### config.mk
export PLATFORM = sky130hd
export DESIGN_NAME = rx_nrzi_unstuff_flat
export DESIGN_NICKNAME = d
export VERILOG_FILES = /design/src/rtl/usb_rx_pkg.sv /design/src/rtl/rx_nrzi_unstuff_if.sv /design/src/rtl/usb_nrzi_dec.sv /design/src/rtl/rx_nrzi_unstuff.sv /design/src/flat_wrapper.sv
export SDC_FILE = /design/constraint.sdc
export NUM_CORES = 1
export LEC_CHECK = 0
export ABC_CLOCK_PERIOD_IN_PS = 6500
export BUFFER_PORTS_ARGS = -buffer_cell sky130_fd_sc_hd__buf_2
export CAP_MARGIN = 30
export CORE_MARGIN = 5
export CORE_UTILIZATION = 60
export CTS_BUF_LIST = sky130_fd_sc_hd__clkbuf_8
export CTS_CLUSTER_DIAMETER = 100
export DETAILED_ROUTE_END_ITERATION = 8
export HOLD_SLACK_MARGIN = 0.06
export PLACE_DENSITY = 0.88
export SETUP_SLACK_MARGIN = 0.5
export SLEW_MARGIN = 20
export SYNTH_ARGS = -nofsm -noshare
export SYNTH_HDL_FRONTEND = slang
export SYNTH_SLANG_ARGS = --single-unit
### constraint.sdc
create_clock -name clock -period 6.5 [get_ports clock]
set_input_delay 0.975 -clock clock [delete_from_list [all_inputs] [get_ports clock]]
set_output_delay 0.975 -clock clock [all_outputs]
set_load 0.05 [all_outputs]
### src/rtl/usb_rx_pkg.sv
// Shared definitions for the USB receive line front end: line states,
// FSM state codes and small counter helpers.
package usb_rx_pkg;

  typedef enum logic [1:0] {
    LS_J   = 2'd0,
    LS_K   = 2'd1,
    LS_SE0 = 2'd2,
    LS_SE1 = 2'd3
  } line_state_e;

  localparam logic [2:0] ST_IDLE  = 3'd0;
  localparam logic [2:0] ST_SYNC  = 3'd1;
  localparam logic [2:0] ST_DATA  = 3'd2;
  localparam logic [2:0] ST_EOP   = 3'd3;
  localparam logic [2:0] ST_ABORT = 3'd4;

  localparam int unsigned STUFF_LEN_DEFAULT      = 6;
  localparam int unsigned SYNC_MIN_ZEROS_DEFAULT = 3;

  function automatic logic [2:0] sat_inc3(logic [2:0] v);
    return (v == 3'b111) ? v : v + 3'd1;
  endfunction

  // Low-speed devices swap the J/K polarity on the differential pair.
  function automatic line_state_e line_decode(logic dp, logic dm, logic full_speed);
    line_state_e ls;
    case ({dp, dm})
      2'b00:   ls = LS_SE0;
      2'b11:   ls = LS_SE1;
      2'b10:   ls = full_speed ? LS_J : LS_K;
      default: ls = full_speed ? LS_K : LS_J;
    endcase
    return ls;
  endfunction

endpackage

### src/rtl/rx_nrzi_unstuff_if.sv
// Line-side inputs and shifter-side serial outputs of the RX front end.
interface rx_nrzi_unstuff_if;
  logic dp;
  logic dm;
  logic bit_en;
  logic RDI;
  logic RCS;
  logic halt_rx;
  logic rx_eop;
  logic rx_error;

  modport master (output dp, dm, bit_en, input RDI, RCS, halt_rx, rx_eop, rx_error);
  modport slave  (input dp, dm, bit_en, output RDI, RCS, halt_rx, rx_eop, rx_error);
endinterface

### src/rtl/usb_nrzi_dec.sv
// Classifies the dp/dm sample into a line state and NRZI-decodes it
// against the previous J/K level.
module usb_nrzi_dec
  import usb_rx_pkg::*;
#(
  parameter bit FULL_SPEED = 1'b1
) (
  input  logic        clock,
  input  logic        reset,
  input  logic        bit_en,
  input  logic        dp,
  input  logic        dm,
  output line_state_e line_st,
  output logic        dec_bit
);

  logic prev_k_q, prev_k_d;

  always_comb begin
    line_st  = line_decode(dp, dm, FULL_SPEED);
    dec_bit  = 1'b1;
    prev_k_d = prev_k_q;
    // SE0/SE1 carry no data and leave the reference level untouched.
    if (line_st == LS_J || line_st == LS_K) begin
      dec_bit = ((line_st == LS_K) == prev_k_q);
      if (bit_en) prev_k_d = (line_st == LS_K);
    end
  end

  always_ff @(posedge clock) begin
    if (reset) prev_k_q <= 1'b0;
    else       prev_k_q <= prev_k_d;
  end

endmodule

### src/rtl/rx_nrzi_unstuff.sv
// RX line front end: SYNC hunt, bit unstuffing and EOP detection feeding
// the serial-to-parallel shifter through RDI/RCS/halt_rx.
module rx_nrzi_unstuff
  import usb_rx_pkg::*;
#(
  parameter bit          FULL_SPEED     = 1'b1,
  parameter int unsigned SYNC_MIN_ZEROS = SYNC_MIN_ZEROS_DEFAULT,
  parameter int unsigned STUFF_LEN      = STUFF_LEN_DEFAULT
) (
  input logic               clock,
  input logic               reset,
  rx_nrzi_unstuff_if.slave  bus
);

  line_state_e line_st;
  logic        dec_bit;

  usb_nrzi_dec #(.FULL_SPEED(FULL_SPEED)) u_dec (
    .clock   (clock),
    .reset   (reset),
    .bit_en  (bus.bit_en),
    .dp      (bus.dp),
    .dm      (bus.dm),
    .line_st (line_st),
    .dec_bit (dec_bit)
  );

  logic [2:0] state_q, state_d;
  logic [2:0] cnt_q, cnt_d;        // SYNC zero count, or J run length in ABORT
  logic [2:0] ones_q, ones_d;
  logic [2:0] bit_cnt_q, bit_cnt_d;
  logic       armed_q, armed_d;
  logic       rdi_q, rdi_d;
  logic       rcs_q, rcs_d;
  logic       halt_q, halt_d;
  logic       eop_q, eop_d;
  logic       err_q, err_d;
  logic       go_abort;

  always_comb begin
    state_d   = state_q;
    cnt_d     = cnt_q;
    ones_d    = ones_q;
    bit_cnt_d = bit_cnt_q;
    armed_d   = armed_q;
    rdi_d     = rdi_q;
    rcs_d     = rcs_q;
    halt_d    = rcs_q;
    eop_d     = 1'b0;
    err_d     = 1'b0;
    go_abort  = 1'b0;

    if (bus.bit_en) begin
      halt_d = 1'b0;
      case (state_q)
        ST_IDLE: begin
          if (line_st == LS_K && !dec_bit) begin
            state_d = ST_SYNC;
            cnt_d   = 3'd1;
          end
        end
        ST_SYNC: begin
          case (line_st)
            LS_J, LS_K: begin
              if (!dec_bit) begin
                cnt_d = sat_inc3(cnt_q);
              end else if (cnt_q >= 3'(SYNC_MIN_ZEROS)) begin
                state_d   = ST_DATA;
                ones_d    = 3'd1;
                bit_cnt_d = '0;
              end else begin
                state_d = ST_IDLE;
              end
            end
            LS_SE0:  state_d = ST_IDLE;
            default: go_abort = 1'b1;
          endcase
        end
        ST_DATA: begin
          case (line_st)
            LS_J, LS_K: begin
              if (ones_q == 3'(STUFF_LEN)) begin
                if (!dec_bit) begin
                  halt_d = 1'b1;
                  ones_d = '0;
                end else begin
                  go_abort = 1'b1;
                end
              end else begin
                rdi_d     = dec_bit;
                rcs_d     = 1'b1;
                bit_cnt_d = bit_cnt_q + 3'd1;
                ones_d    = dec_bit ? sat_inc3(ones_q) : 3'd0;
              end
            end
            LS_SE0: begin
              rcs_d   = 1'b0;
              state_d = ST_EOP;
              armed_d = 1'b0;
            end
            default: go_abort = 1'b1;
          endcase
        end
        ST_EOP: begin
          case (line_st)
            LS_SE0: armed_d = 1'b1;
            LS_J: begin
              if (armed_q) begin
                eop_d   = 1'b1;
                err_d   = (bit_cnt_q != 3'd0);
                state_d = ST_IDLE;
              end else begin
                go_abort = 1'b1;
              end
            end
            default: go_abort = 1'b1;
          endcase
        end
        ST_ABORT: begin
          // Leave on SE0 then J, or on eight J samples in a row.
          case (line_st)
            LS_SE0: begin
              armed_d = 1'b1;
              cnt_d   = '0;
            end
            LS_J: begin
              if (armed_q || cnt_q == 3'd7) state_d = ST_IDLE;
              else                          cnt_d   = cnt_q + 3'd1;
            end
            default: begin
              armed_d = 1'b0;
              cnt_d   = '0;
            end
          endcase
        end
        default: state_d = ST_IDLE;
      endcase

      if (go_abort) begin
        err_d   = 1'b1;
        rcs_d   = 1'b0;
        halt_d  = 1'b0;
        state_d = ST_ABORT;
        cnt_d   = '0;
        armed_d = 1'b0;
      end
    end
  end

  always_ff @(posedge clock) begin
    if (reset) begin
      state_q   <= ST_IDLE;
      cnt_q     <= '0;
      ones_q    <= '0;
      bit_cnt_q <= '0;
      armed_q   <= 1'b0;
      rdi_q     <= 1'b0;
      rcs_q     <= 1'b0;
      halt_q    <= 1'b0;
      eop_q     <= 1'b0;
      err_q     <= 1'b0;
    end else begin
      state_q   <= state_d;
      cnt_q     <= cnt_d;
      ones_q    <= ones_d;
      bit_cnt_q <= bit_cnt_d;
      armed_q   <= armed_d;
      rdi_q     <= rdi_d;
      rcs_q     <= rcs_d;
      halt_q    <= halt_d;
      eop_q     <= eop_d;
      err_q     <= err_d;
    end
  end

  assign bus.RDI      = rdi_q;
  assign bus.RCS      = rcs_q;
  assign bus.halt_rx  = halt_q;
  assign bus.rx_eop   = eop_q;
  assign bus.rx_error = err_q;

endmodule
### src/flat_wrapper.sv
// flat-port wrapper written by rule: the top's interface ports become plain ports
module rx_nrzi_unstuff_flat import usb_rx_pkg::*;
#(
  parameter bit          FULL_SPEED     = 1'b1,
  parameter int unsigned SYNC_MIN_ZEROS = SYNC_MIN_ZEROS_DEFAULT,
  parameter int unsigned STUFF_LEN      = STUFF_LEN_DEFAULT
)
  (clock, reset, bus_dp, bus_dm, bus_bit_en, bus_RDI, bus_RCS, bus_halt_rx, bus_rx_eop, bus_rx_error);
  rx_nrzi_unstuff_if bus_i ();
  input logic clock;
  input logic reset;
  input wire logic [$bits(bus_i.dp)-1:0] bus_dp;
  input wire logic [$bits(bus_i.dm)-1:0] bus_dm;
  input wire logic [$bits(bus_i.bit_en)-1:0] bus_bit_en;
  output wire logic [$bits(bus_i.RDI)-1:0] bus_RDI;
  output wire logic [$bits(bus_i.RCS)-1:0] bus_RCS;
  output wire logic [$bits(bus_i.halt_rx)-1:0] bus_halt_rx;
  output wire logic [$bits(bus_i.rx_eop)-1:0] bus_rx_eop;
  output wire logic [$bits(bus_i.rx_error)-1:0] bus_rx_error;
  assign bus_i.dp = bus_dp;
  assign bus_i.dm = bus_dm;
  assign bus_i.bit_en = bus_bit_en;
  assign bus_RDI = bus_i.RDI;
  assign bus_RCS = bus_i.RCS;
  assign bus_halt_rx = bus_i.halt_rx;
  assign bus_rx_eop = bus_i.rx_eop;
  assign bus_rx_error = bus_i.rx_error;
  rx_nrzi_unstuff #(.FULL_SPEED(FULL_SPEED), .SYNC_MIN_ZEROS(SYNC_MIN_ZEROS), .STUFF_LEN(STUFF_LEN)) u_core (.clock(clock), .reset(reset), .bus(bus_i));
endmodule
=== Word-level counts from Yosys, hierarchy flattened ===
Index checks and enable logic that the tools add are counted.

* Add/subtract/negate cells: 3
* Order comparisons: 1
* Equal/unequal tests: 34
* Multiplexer cells: 63
* Bitwise operators: 4
* Reductions and logical operators: 25

{| class="wikitable"
|+ Operators with widths
! operator !! count
|-
| 3-bit two-way mux || 27
|-
| 3-bit by 1-bit inequality test with 1-bit output, second input constant || 8
|-
| 1-bit two-way mux || 23
|-
| 3-bit case mux with 2 select lines || 3
|-
| 3-bit inequality test, second input constant || 5
|-
| 3-bit case mux with 5 select lines || 1
|-
| 7-bit AND reduction || 2
|-
| 3-bit equality test, second input constant || 4
|-
| 3-bit by 1-bit adder with 3-bit output, second input constant || 3
|-
| 3-bit case mux with 3 select lines || 1
|-
| 9-bit AND reduction || 1
|-
| 2-bit by 1-bit inequality test with 1-bit output, second input constant || 4
|-
| 1-bit case mux with 2 select lines || 4
|-
| 4-bit AND reduction || 2
|-
| 8-bit AND reduction || 1
|-
| 4-bit nonzero test || 2
|-
| 2-bit equality test, second input constant || 3
|-
| 3-bit by 2-bit equality test with 1-bit output, second input constant || 2
|-
| 1-bit case mux with 3 select lines || 2
|-
| 2-bit case mux with 3 select lines || 1
|-
| 3-bit nonzero test || 2
|-
| 5-bit AND reduction || 1
|-
| 2-bit zero test || 2
|-
| 4-bit by 1-bit inequality test with 1-bit output, second input constant || 1
|-
| 19 further kinds || 25
|}

* Bits in registers: 19

=== Depth between registers and ports, before layout ===
Gate-level depths: netlist (run 1).

* Depth in word-level cells: 12
* Gate-level depth with buffers: 8
* Mapped depth without buffers: 7

=== Cells and area by module ===
Synthesis (run 1) repeated with hierarchy kept, for this count alone.

* Cell total of the unflattened synthesis: 165
* Area, all modules: 1355.0 um2

{| class="wikitable"
|+ Modules (own cells, without submodules)
! module !! times used !! cells each !! area an instance (um2)
|-
| rx_nrzi_unstuff || 1 || 154 || 1256.2
|-
| usb_nrzi_dec || 1 || 11 || 98.8
|}

=== Least setup slack after synthesis (run 1) ===
Ideal clock, no wire load.

* Path type: input -> register
* Start: input port bus_dm
* End: register u_core.cnt_q[2]
* Library setup time: 0.117 ns
* Arrival: 2.700 ns
* Setup slack: 3.683 ns
* Stages on the path: 8
* Buffers on the path: 1
* Cells stage by stage: inv_1 -> ha_1 -> buf_6 -> nor2b_1 -> a2111oi_1 -> nor4_2 -> a22o_1 -> a32o_1

* Word-level cells in the longest chain between the ends: 12
* Elaborated cells between the ends (all ways): 31

{| class="wikitable"
|+ RTL lines
! what !! line !! text
|-
| start, declared || flat_wrapper.sv:13 || <nowiki>input wire logic [$bits(bus_i.dm)-1:0] bus_dm;</nowiki>
|-
| 2-bit equality test / 2-bit zero test (equally long branches) || usb_rx_pkg.sv:28 || <nowiki>case ({dp, dm})</nowiki>
|-
| 2-bit case mux with 3 select lines * || usb_rx_pkg.sv:28 ||
|-
| 2-bit by 1-bit equality test with 1-bit output / 2-bit zero test (equally long branches) || n/a ||
|-
| 1-bit equality test / 1-bit logical OR (equally long branches) || usb_nrzi_dec.sv:25, usb_nrzi_dec.sv:24 ||
|-
| 1-bit two-way mux || usb_nrzi_dec.sv:24 || <nowiki>if (line_st == LS_J || line_st == LS_K) begin</nowiki>
|-
| 1-bit two-way mux || rx_nrzi_unstuff.sv:83 || <nowiki>if (!dec_bit) begin</nowiki>
|-
| 1-bit two-way mux || rx_nrzi_unstuff.sv:82 || <nowiki>if (ones_q == 3'(STUFF_LEN)) begin</nowiki>
|-
| 1-bit case mux with 2 select lines || rx_nrzi_unstuff.sv:80 || <nowiki>case (line_st)</nowiki>
|-
| 1-bit case mux with 3 select lines || rx_nrzi_unstuff.sv:55 || <nowiki>case (state_q)</nowiki>
|-
| 1-bit two-way mux || rx_nrzi_unstuff.sv:53 || <nowiki>if (bus.bit_en) begin</nowiki>
|-
| 4-bit inequality test (no line), or another cell as far along || n/a ||
|-
| 7-bit AND reduction (no line) || n/a ||
|-
| end signal, assigned || rx_nrzi_unstuff.sv:164 || <nowiki>cnt_q <= cnt_d;</nowiki>
|-
| end, declared || rx_nrzi_unstuff.sv:29 || <nowiki>logic [2:0] cnt_q, cnt_d;</nowiki>
|}

Every way passes the cells marked *; elsewhere a longest branch is shown, timed or not. The select of a mux whose other input is x is not followed.
A chain may end at the register's enable or synchronous reset.

=== Worst setup path in the final report (run 1) ===
Same ends and word-level chain as after synthesis.

==> results of run 1 <==
==> path summary, 6_finish.rpt <==
kind / slack, ns / end
setup reg to reg: 4.18 / u_core.cnt_q[2]
hold reg to reg: 0.49 / u_core.bit_cnt_q[1]
hold / removal: 0.49 / u_core.bit_cnt_q[1]
setup / recovery: 3.56 / u_core.cnt_q[2]
==> sequential cells by signal, indices dropped and copies added, names as in the netlist <==
signal,count
u_core.armed_q,1
u_core.bit_cnt_q,3
u_core.bus.RCS,1
u_core.bus.RDI,1
u_core.bus.halt_rx,1
u_core.bus.rx_eop,1
u_core.bus.rx_error,1
u_core.cnt_q,3
u_core.ones_q,3
u_core.state_q,3
u_core.u_dec.prev_k_q,1
==> where the power goes <==
part           internal, mW  switching, mW
logic                0.0254         0.0343
clock network        0.0427         0.0411
registers             0.122         0.0147
total                 0.190         0.0901
==> critical path, cell delays in order <==
cell	delay, ns
buf_2	0.10
inv_1	0.06
ha_1	0.42
nor2b_1	0.19
a2111oi_1	0.67
nor4_2	0.18
a22o_1	0.28
a32o_1	0.21
==> cells in the mapped netlist, types with 2 or more instances <==
library cell / instances / share of area [%]
dfxtp_1: 19 / 28
ha_1: 12 / 11
nor4_1: 2 / 0.91
nor3_1: 4 / 1.5
nand2b_1: 4 / 1.8
a22o_1: 2 / 1.3
o21a_1: 2 / 1.1
nand3_1: 4 / 1.5
nand2_1: 14 / 3.8
buf_2: 3 / 1.1
a211oi_1: 7 / 3.8
a32o_1: 3 / 2.2
inv_1: 14 / 3.8
nor2_1: 11 / 3.0
a311oi_1: 2 / 1.3
a21o_1: 2 / 1.1
nor2b_1: 2 / 0.91
or4_1: 2 / 1.1
o21ai_0: 6 / 2.2
buf_6: 2 / 1.6
or3_1: 2 / 0.91
a21oi_1: 9 / 3.3
clkbuf_1: 2 / 0.55
a31oi_1: 3 / 1.4
nand4_1: 2 / 0.91
==> cells in the final DEF, fill, tap and decap left out, types with 3 or more instances in the layout <==
master	n
dfxtp_1	19
inv_1	14
nand2_1	14
ha_1	12
nor2_1	11
a21oi_1	9
buf_2	9
a211oi_1	7
o21ai_0	6
nand2b_1	4
nor3_1	4
nand3_1	4
a31oi_1	3
a32o_1	3
clkbuf_8	3
==> layer usage <==
layer  global-route usage (%)  up-vias  share of wire [%]
li1                         -      620                  -
met1                     24.4      599                 40
met2                     38.1       47                 51
met3                     2.67        7                6.2
met4                     8.61        0                2.1
met5                        0        -                  0
==> kinds of logic after synthesis <==
logic type | Yosys count | synth area share, %
AND/OR/NAND/NOR | 57 | 23.8
flip-flops | 19 | 27.7
buffers and inverters | 22 | 7.37
XOR/XNOR | 2 | 1.27
multiplexers | 2 | 1.55
AO/OA/AOI/OAI | 49 | 27.4
adder cells (fa/ha/maj) | 12 | 10.9
==> area by class of cell <==
type / count / area [um2] / share of cell area [%]
multi-input cells: 122 / 893 / 61.3
inverters: 15 / 56.3 / 3.87
flip-flops and latches: 19 / 380 / 26.1
clock buffers: 3 / 41.3 / 2.84
well taps: 28 / 35.0 / 2.41
repair buffers: 9 / 45.0 / 3.09
clock inverters: 1 / 5.00 / 0.344
==> metrics by stage <==
step	utilization [%]	total power [mW]	hold WS (ns)
floorplan	-	0.185	0.449
global placement	64.4	0.195	0.462
detailed placement	64.4	0.197	0.480
CTS	66.5	0.281	0.490
global route	66.5	0.295	0.523
finish	66.5	0.280	0.489
==> impl_metrics.toml, run 1 <==
[synthesis]
synth_cells = 163
synth_flop_cell = "dfxtp_1"
async_flop_share_pct = 0
synth-edff-count = 0
syn-num-nets = 180
yosysSeqAreaShare_pct = 27.7
yosysWarningCount = 0
ys_ff_latch = 19
synth_cell_types = 53
syn_avg_cell_area_um2 = 8.44
netlist_area_um2 = 1380

[critical_path]
start_kind = "primary input"
worst-r2r-cell-count = 5
arrival_ns = 3.09
worstPathMaxFanout = 10
end_kind = "flop"
cp-startpoint = "bus_dm"
rr_startpoint = "u_core.state_q[1]"
worstSetupPathType = "in2reg"
required_ns = 6.65

[placement]
preCtsSetupSlack_ns = 3.35
dpl_cell_area_um2 = 1410
dp.cells = 193
io_buffers = 9
gp_congestion = 0.864
hpwl_um = 2340

[timing]
finClkSkew_ns = 0.00395
period_share_pct = 45.3
fmaxAchievable_mhz = 340
setup-tns-final_ns = 0
rsz0062_at_grt = "false"
hold_viol = 0
layout_setup_ws_ns = 3.56
fin_crit_ns = 2.94
drv_slew = 0
finalSetupViolations = 0
max_slew.worst_pin.slew_ns = 0.680
maxSlewHeadroom_pct = 54.6

[clock_network]
numCtsBuffers = 3
clk_latency_ns = 0.26
cts-resized-gates = 0
cts_num_sinks = 19
clk_pin_slew_worst_paths_ns = 0.07
cts-root-buf = "clkbuf_8"
clockBufferDepth = 2
hold_buffers = 0
tritoncts = "done"
post-cts-setup-buffers = 0
htreeDepth = 1

[layout]
final_net_count = 187
stdcell_area_um2 = 1460
antenna_cells = 0
drive_above_1_share_pct = 14.2
stdcell_count = 197
fill_cells = 185
syn2layout_area_growth_pct = 5.91

[global_route]
antenna_found_initial = 0
grt_pass1_vias = 1227
grt_pass1_wl_um = 5550
globalRouteTotalUtil_pct = 20.9
grt_max_degree = 19
grt_overflow_total = 0

[drt]
finalWirelength_um = 3170
first_iter_violations = 65
wl_per_cell_um = 16.1
via_per_inst = 6.46
antenna_left = 0
drc_errors = 0
vias = 1273
firstDrtPassIters = 4

[pwr]
irDropWorstVdd_mv = 0.122
leakagePower_nw = 0.561
powerDensity_nw_per_um2 = 192

[floorplan]
dieWidth_um = 57.9
io_pins = 10
die_area_um2 = 3350
die_h_um = 57.9
row_count = 17
start_util_pct = 62.8
core-area_um2 = 2190

[worst_hold_path]
hold_path.class = "reg2reg"
min_from = "u_core.bit_cnt_q[1]"
holdPathStages = 2

[flow_run]
maxCapViolCount = 0

[run_status]
status = "complete, no violations"
No activity file was read; power rests on OpenSTA's default activity.
==> run 2: changes to the inputs <==
Settings changed: ABC_CLOCK_PERIOD_IN_PS 6500 to 2720.
Clock period 6.5 ns to 2.72 ns, I/O delays scaled along.
==> impl_metrics.toml, run 2 (synthesis results as in run 1) <==
[global_route]
grt_max_degree = 19
grt_pass1_vias = 1153
grt_pass1_wl_um = 5120
grt_overflow_total = 0
antenna_found_initial = 0
globalRouteTotalUtil_pct = 19.5

[layout]
final_net_count = 187
final_cell_mix = "dfxtp_1, inv_1, nand2_1"
multiInputGateArea_um2 = 936
seq_area_um2 = 383
stdcell_area_um2 = 1500
final_common_cell = "dfxtp_1"
syn2layout_area_growth_pct = 9.19
antenna_cells = 0
drive_above_1_share_pct = 17.8
fill_cells = 174

[drt]
drt-met1-wl_um = 1290
met3_length_um = 172
first_iter_violations = 50
via_per_inst = 6.39
drc_errors = 0
wl_met2_um = 1560
firstDrtPassIters = 4
routed.top_layer = "met4"
vias = 1258
wl_per_cell_um = 15.7
finalWirelength_um = 3080
antenna_left = 0

[floorplan]
die_area_um2 = 3350
row_count = 17
die_h_um = 57.9
core-area_um2 = 2190
start_util_pct = 62.8
dieWidth_um = 57.9
io_pins = 10

[critical_path]
cp-endpoint = "u_core.ones_q[2]"
required_ns = 2.92
arrival_ns = 2.31
worstSetupPathType = "in2reg"
cp-startpoint = "bus_dp"
rrSetupSlack_ns = 0.67
end_kind = "flop"
start_kind = "primary input"
rr_startpoint = "u_core.state_q[2]"
worstPathMaxFanout = 6
worst-r2r-cell-count = 5
reg2reg_to = "u_core.state_q[0]"

[timing]
finClkSkew_ns = 0.00682
fin_crit_ns = 2.12
max_slew.worst_pin.slew_ns = 0.547
period_share_pct = 77.8
drv_slew = 0
fmaxAchievable_mhz = 473
hold_viol = 0
whs_ns = 0.480
finalSetupViolations = 0
maxSlewHeadroom_pct = 63.2
layout_setup_ws_ns = 0.605
rsz0062_at_grt = "false"
setup-tns-final_ns = 0

[placement]
dpl_cell_area_um2 = 1420
hpwl_um = 2280
io_buffers = 9
preCtsSetupSlack_ns = 0.248
gp_congestion = 0.839

[clock_network]
cts-root-buf = "clkbuf_8"
tritoncts = "done"
clk_pin_slew_worst_paths_ns = 0.08
numCtsBuffers = 3
clockBufferDepth = 2
hold_buffers = 0
post-cts-setup-buffers = 0
clk_latency_ns = 0.26
htreeDepth = 1
cts_num_sinks = 19

[pwr]
leakagePower_nw = 0.565
irDropWorstVdd_mv = 0.405
powerDensity_nw_per_um2 = 451

[worst_hold_path]
hold_path.class = "reg2reg"

[run_status]
status = "complete, no violations"

[flow_run]
maxCapViolCount = 0
-- run 2: metal layers --
metal  GRT usage (%)  up-vias
met5               0        -
met4            8.94        0
met3            3.79        8
met2            34.7       41
met1            22.4      594
li1                -      615
-- run 2: worst max-delay path: stages --
cell	delay (ns)
buf_2	0.10
inv_1	0.07
ha_1	0.25
xor2_2	0.21
a2111oi_4	0.46
o21ai_2	0.15
or4b_1	0.52
a21oi_1	0.14
-- run 2: final cells by class --
type	count	share of cell area (%)
clock buffers	3	2.75
clock inverters	1	0.333
inverters	15	3.75
multi-input cells	122	62.3
flip-flops and latches	19	25.5
well taps	28	2.33
repair buffers	9	3.00
-- run 2: through the flow --
step	cells	utilization (%)	power (mW)
3_3_place_gp	193	64.6	0.464
3_5_place_dp	193	64.6	0.471
2_1_floorplan	163	-	0.443
6_report	197	68.5	0.678
4_1_cts	197	66.8	0.671
5_1_grt	197	68.5	0.713
-- run 2: worst min path at each step --
stage / startpoint / to / slack [ns] / cells past startpoint
2_1_floorplan: u_core.bit_cnt_q[1] / u_core.bit_cnt_q[1] / 0.45 / 2
3_3_place_gp: u_core.ones_q[1] / u_core.ones_q[1] / 0.46 / 2
3_5_place_dp: u_core.bit_cnt_q[1] / u_core.bit_cnt_q[1] / 0.47 / 2
4_1_cts: u_core.bit_cnt_q[1] / u_core.bit_cnt_q[1] / 0.48 / 2
5_1_grt: u_core.ones_q[1] / u_core.ones_q[1] / 0.50 / 2
6_report: u_core.bit_cnt_q[1] / u_core.bit_cnt_q[1] / 0.48 / 2
-- run 2: power by group --
group | switching, mW | internal [mW]
logic | 0.0858 | 0.0650
registers | 0.0356 | 0.291
clock network | 0.0979 | 0.102
-- run 2: timing repair --
item | CTS | global route
pin swaps | 0 | 1
resized for setup | 1 | 7
endpoints found under the setup margin | 4 | 9
==> run 3: changes to the inputs <==
Settings changed: ABC_CLOCK_PERIOD_IN_PS 2720 to 1730, CORE_UTILIZATION 60 to 56, PLACE_DENSITY 0.88 to 0.87.
Clock period 2.72 ns to 1.73 ns, I/O delays scaled along.
==> impl_metrics.toml, run 3 (synthesis results as in run 1) <==
[run_status]
status = "finished with violations"
violations = "setup timing"

[floorplan]
core-area_um2 = 2410
dieWidth_um = 59.6
die_h_um = 59.6
row_count = 18
io_pins = 10
start_util_pct = 57.1
die_area_um2 = 3550

[critical_path]
start_kind = "flop"
reg2reg_to = "u_core.ones_q[1]"
required_ns = 1.92
worst-r2r-cell-count = 7
rrSetupSlack_ns = -0.40
slowest_delay_ns = 0.51
worstSetupPathType = "reg2reg"
end_kind = "flop"
rr_startpoint = "u_core.ones_q[1]"
worstPathMaxFanout = 4
crit_chain = "ha_4 -> ha_4 -> a21o_1 -> a311oi_2 -> o21ai_2 -> or4_4 -> a21oi_2"
cpMostUsedCell = "ha_4"
slowest_stage = "or4_4"
arrival_ns = 2.31

[worst_hold_path]
worstHoldEndpoint = "u_core.bus.rx_error"
min_from = "bus_bit_en"
hold_path.class = "in2reg"
holdPathStages = 2

[pwr]
internal_power_uw = 809
p_sw_uw = 436
seq_power_share_pct = 39.5
irDropWorstVdd_mv = 0.568
powerDensity_nw_per_um2 = 597
switching_share_pct = 35.0
pwr-share-clk_pct = 26.6
leakagePower_nw = 0.840
combinationalPowerShare_pct = 33.8

[placement]
io_buffers = 9
preCtsSetupSlack_ns = -0.470
gp_congestion = 0.921
dp.cells = 233
hpwl_um = 3020

[clock_network]
tritoncts = "done"
clk_pin_slew_worst_paths_ns = 0.08
clk_latency_ns = 0.26
htreeDepth = 1
numCtsBuffers = 3
cts_num_sinks = 19
cts-root-buf = "clkbuf_8"
clockBufferDepth = 2
hold_buffers = 0

[global_route]
antenna_found_initial = 0
grt_max_degree = 18
grt_overflow_total = 0
grt_pass1_wl_um = 7640
globalRouteTotalUtil_pct = 29.2
grt_pass1_vias = 1518

[drt]
wl_per_cell_um = 19.8
firstDrtPassIters = 4
drc_errors = 0
first_iter_violations = 124
vias = 1543
finalWirelength_um = 4840
via_per_inst = 6.32
antenna_left = 0

[layout]
final_common_cell = "buf_4"
syn2layout_area_growth_pct = 51.6
multiInputGateArea_um2 = 1130
final_cell_mix = "buf_4, nand2_1, inv_1, dfxtp_1, nor2_1"
seq_area_um2 = 403
stdcell_count = 244
antenna_cells = 0
fill_cells = 117
drive_above_1_share_pct = 49.1
final_net_count = 232

[timing]
period_share_pct = 123
layout_setup_ws_ns = -0.396
max_slew.worst_pin.slew_ns = 0.410
finalSetupViolations = 16
fmaxAchievable_mhz = 470
fin_crit_ns = 2.13
hold_viol = 0
finClkSkew_ns = 0.00391
maxSlewHeadroom_pct = 72.7
rsz0062_at_grt = "true"
drv_slew = 0

[flow_run]
maxCapViolCount = 0
## run 3: cell types whose count changed in the layout (fill, tap and decap cells not counted), moves of 3 or more
cell	previous run	this run
dfxtp_4	0	5
buf_4	0	44
ha_1	11	5
dfxtp_1	17	11
inv_1	14	11
ha_4	0	6
## run 3: how the worst max path moves through the flow
stage | start | cells past startpoint | slack (ns) | endpoint
floorplan | u_core.cnt_q[1] | 7 | -0.12 | u_core.ones_q[1]
global placement | bus_dm | 8 | -0.35 | u_core.bit_cnt_q[0]
detailed placement | bus_dm | 8 | -0.47 | u_core.bit_cnt_q[0]
CTS | u_core.ones_q[1] | 7 | -0.31 | u_core.ones_q[1]
global route | u_core.ones_q[1] | 7 | -0.43 | u_core.ones_q[1]
finish | u_core.ones_q[1] | 7 | -0.40 | u_core.ones_q[1]
## run 3: through the flow
stage / power, mW / utilization [%] / TNS, ns / area [um2] / hold slack, ns
floorplan: 0.755 / - / -0.330 / 1590 / 0.447
global placement: 0.862 / 78.4 / -3.64 / 1890 / 0.459
detailed placement: 0.880 / 78.4 / -4.72 / 1890 / 0.482
CTS: 1.21 / 85.3 / -2.27 / 2060 / 0.341
global route: 1.29 / 86.5 / -4.17 / 2080 / 0.366
finish: 1.24 / 86.5 / -3.27 / 2080 / 0.349
## run 3: metal layers
layer | track usage (%) | up-vias | part of all wire [%]
met3 | 3.27 | 21 | 7.9
met1 | 37.2 | 720 | 40
li1 | - | 703 | -
met5 | 0 | - | 0
met2 | 48.7 | 99 | 49
met4 | 14.2 | 0 | 3.1
## run 3: power by group through the flow
stage	clock network [mW]	registers (mW)	logic (mW)
after global placement	0	0.502	0.360
after CTS	0.322	0.493	0.396
after floorplan	0	0.509	0.246
after detailed placement	0	0.504	0.376
final	0.332	0.492	0.421
after global routing	0.342	0.496	0.447
## run 3: area by class of cell
class / instances / share of cell area [%]
Multi-Input combinational cell: 122 / 54.2
Tap cell: 30 / 1.80
Clock buffer: 3 / 1.98
Inverter: 15 / 3.90
Sequential cell: 19 / 19.3
Timing Repair Buffer: 54 / 18.5
Clock inverter: 1 / 0.240
## run 3: worst max-delay path, delay by kind of cell, from the launching register on
| kind | cells | cell delay [ns] |
|---|---|---|
| compound gates | 4 | 0.85 |
| fa+ha+maj | 2 | 0.32 |
| flops | 1 | 0.37 |
| simple gates | 1 | 0.51 |
## run 3: timing repair
item                                    in CTS  in global routing
gates cloned                                 0                  0
setup buffers                                4                  3
pin swaps                                    7                  7
gates resized for setup                     22                  2
endpoints found under the hold margin        0                  0
endpoints found under the setup margin      18                 18
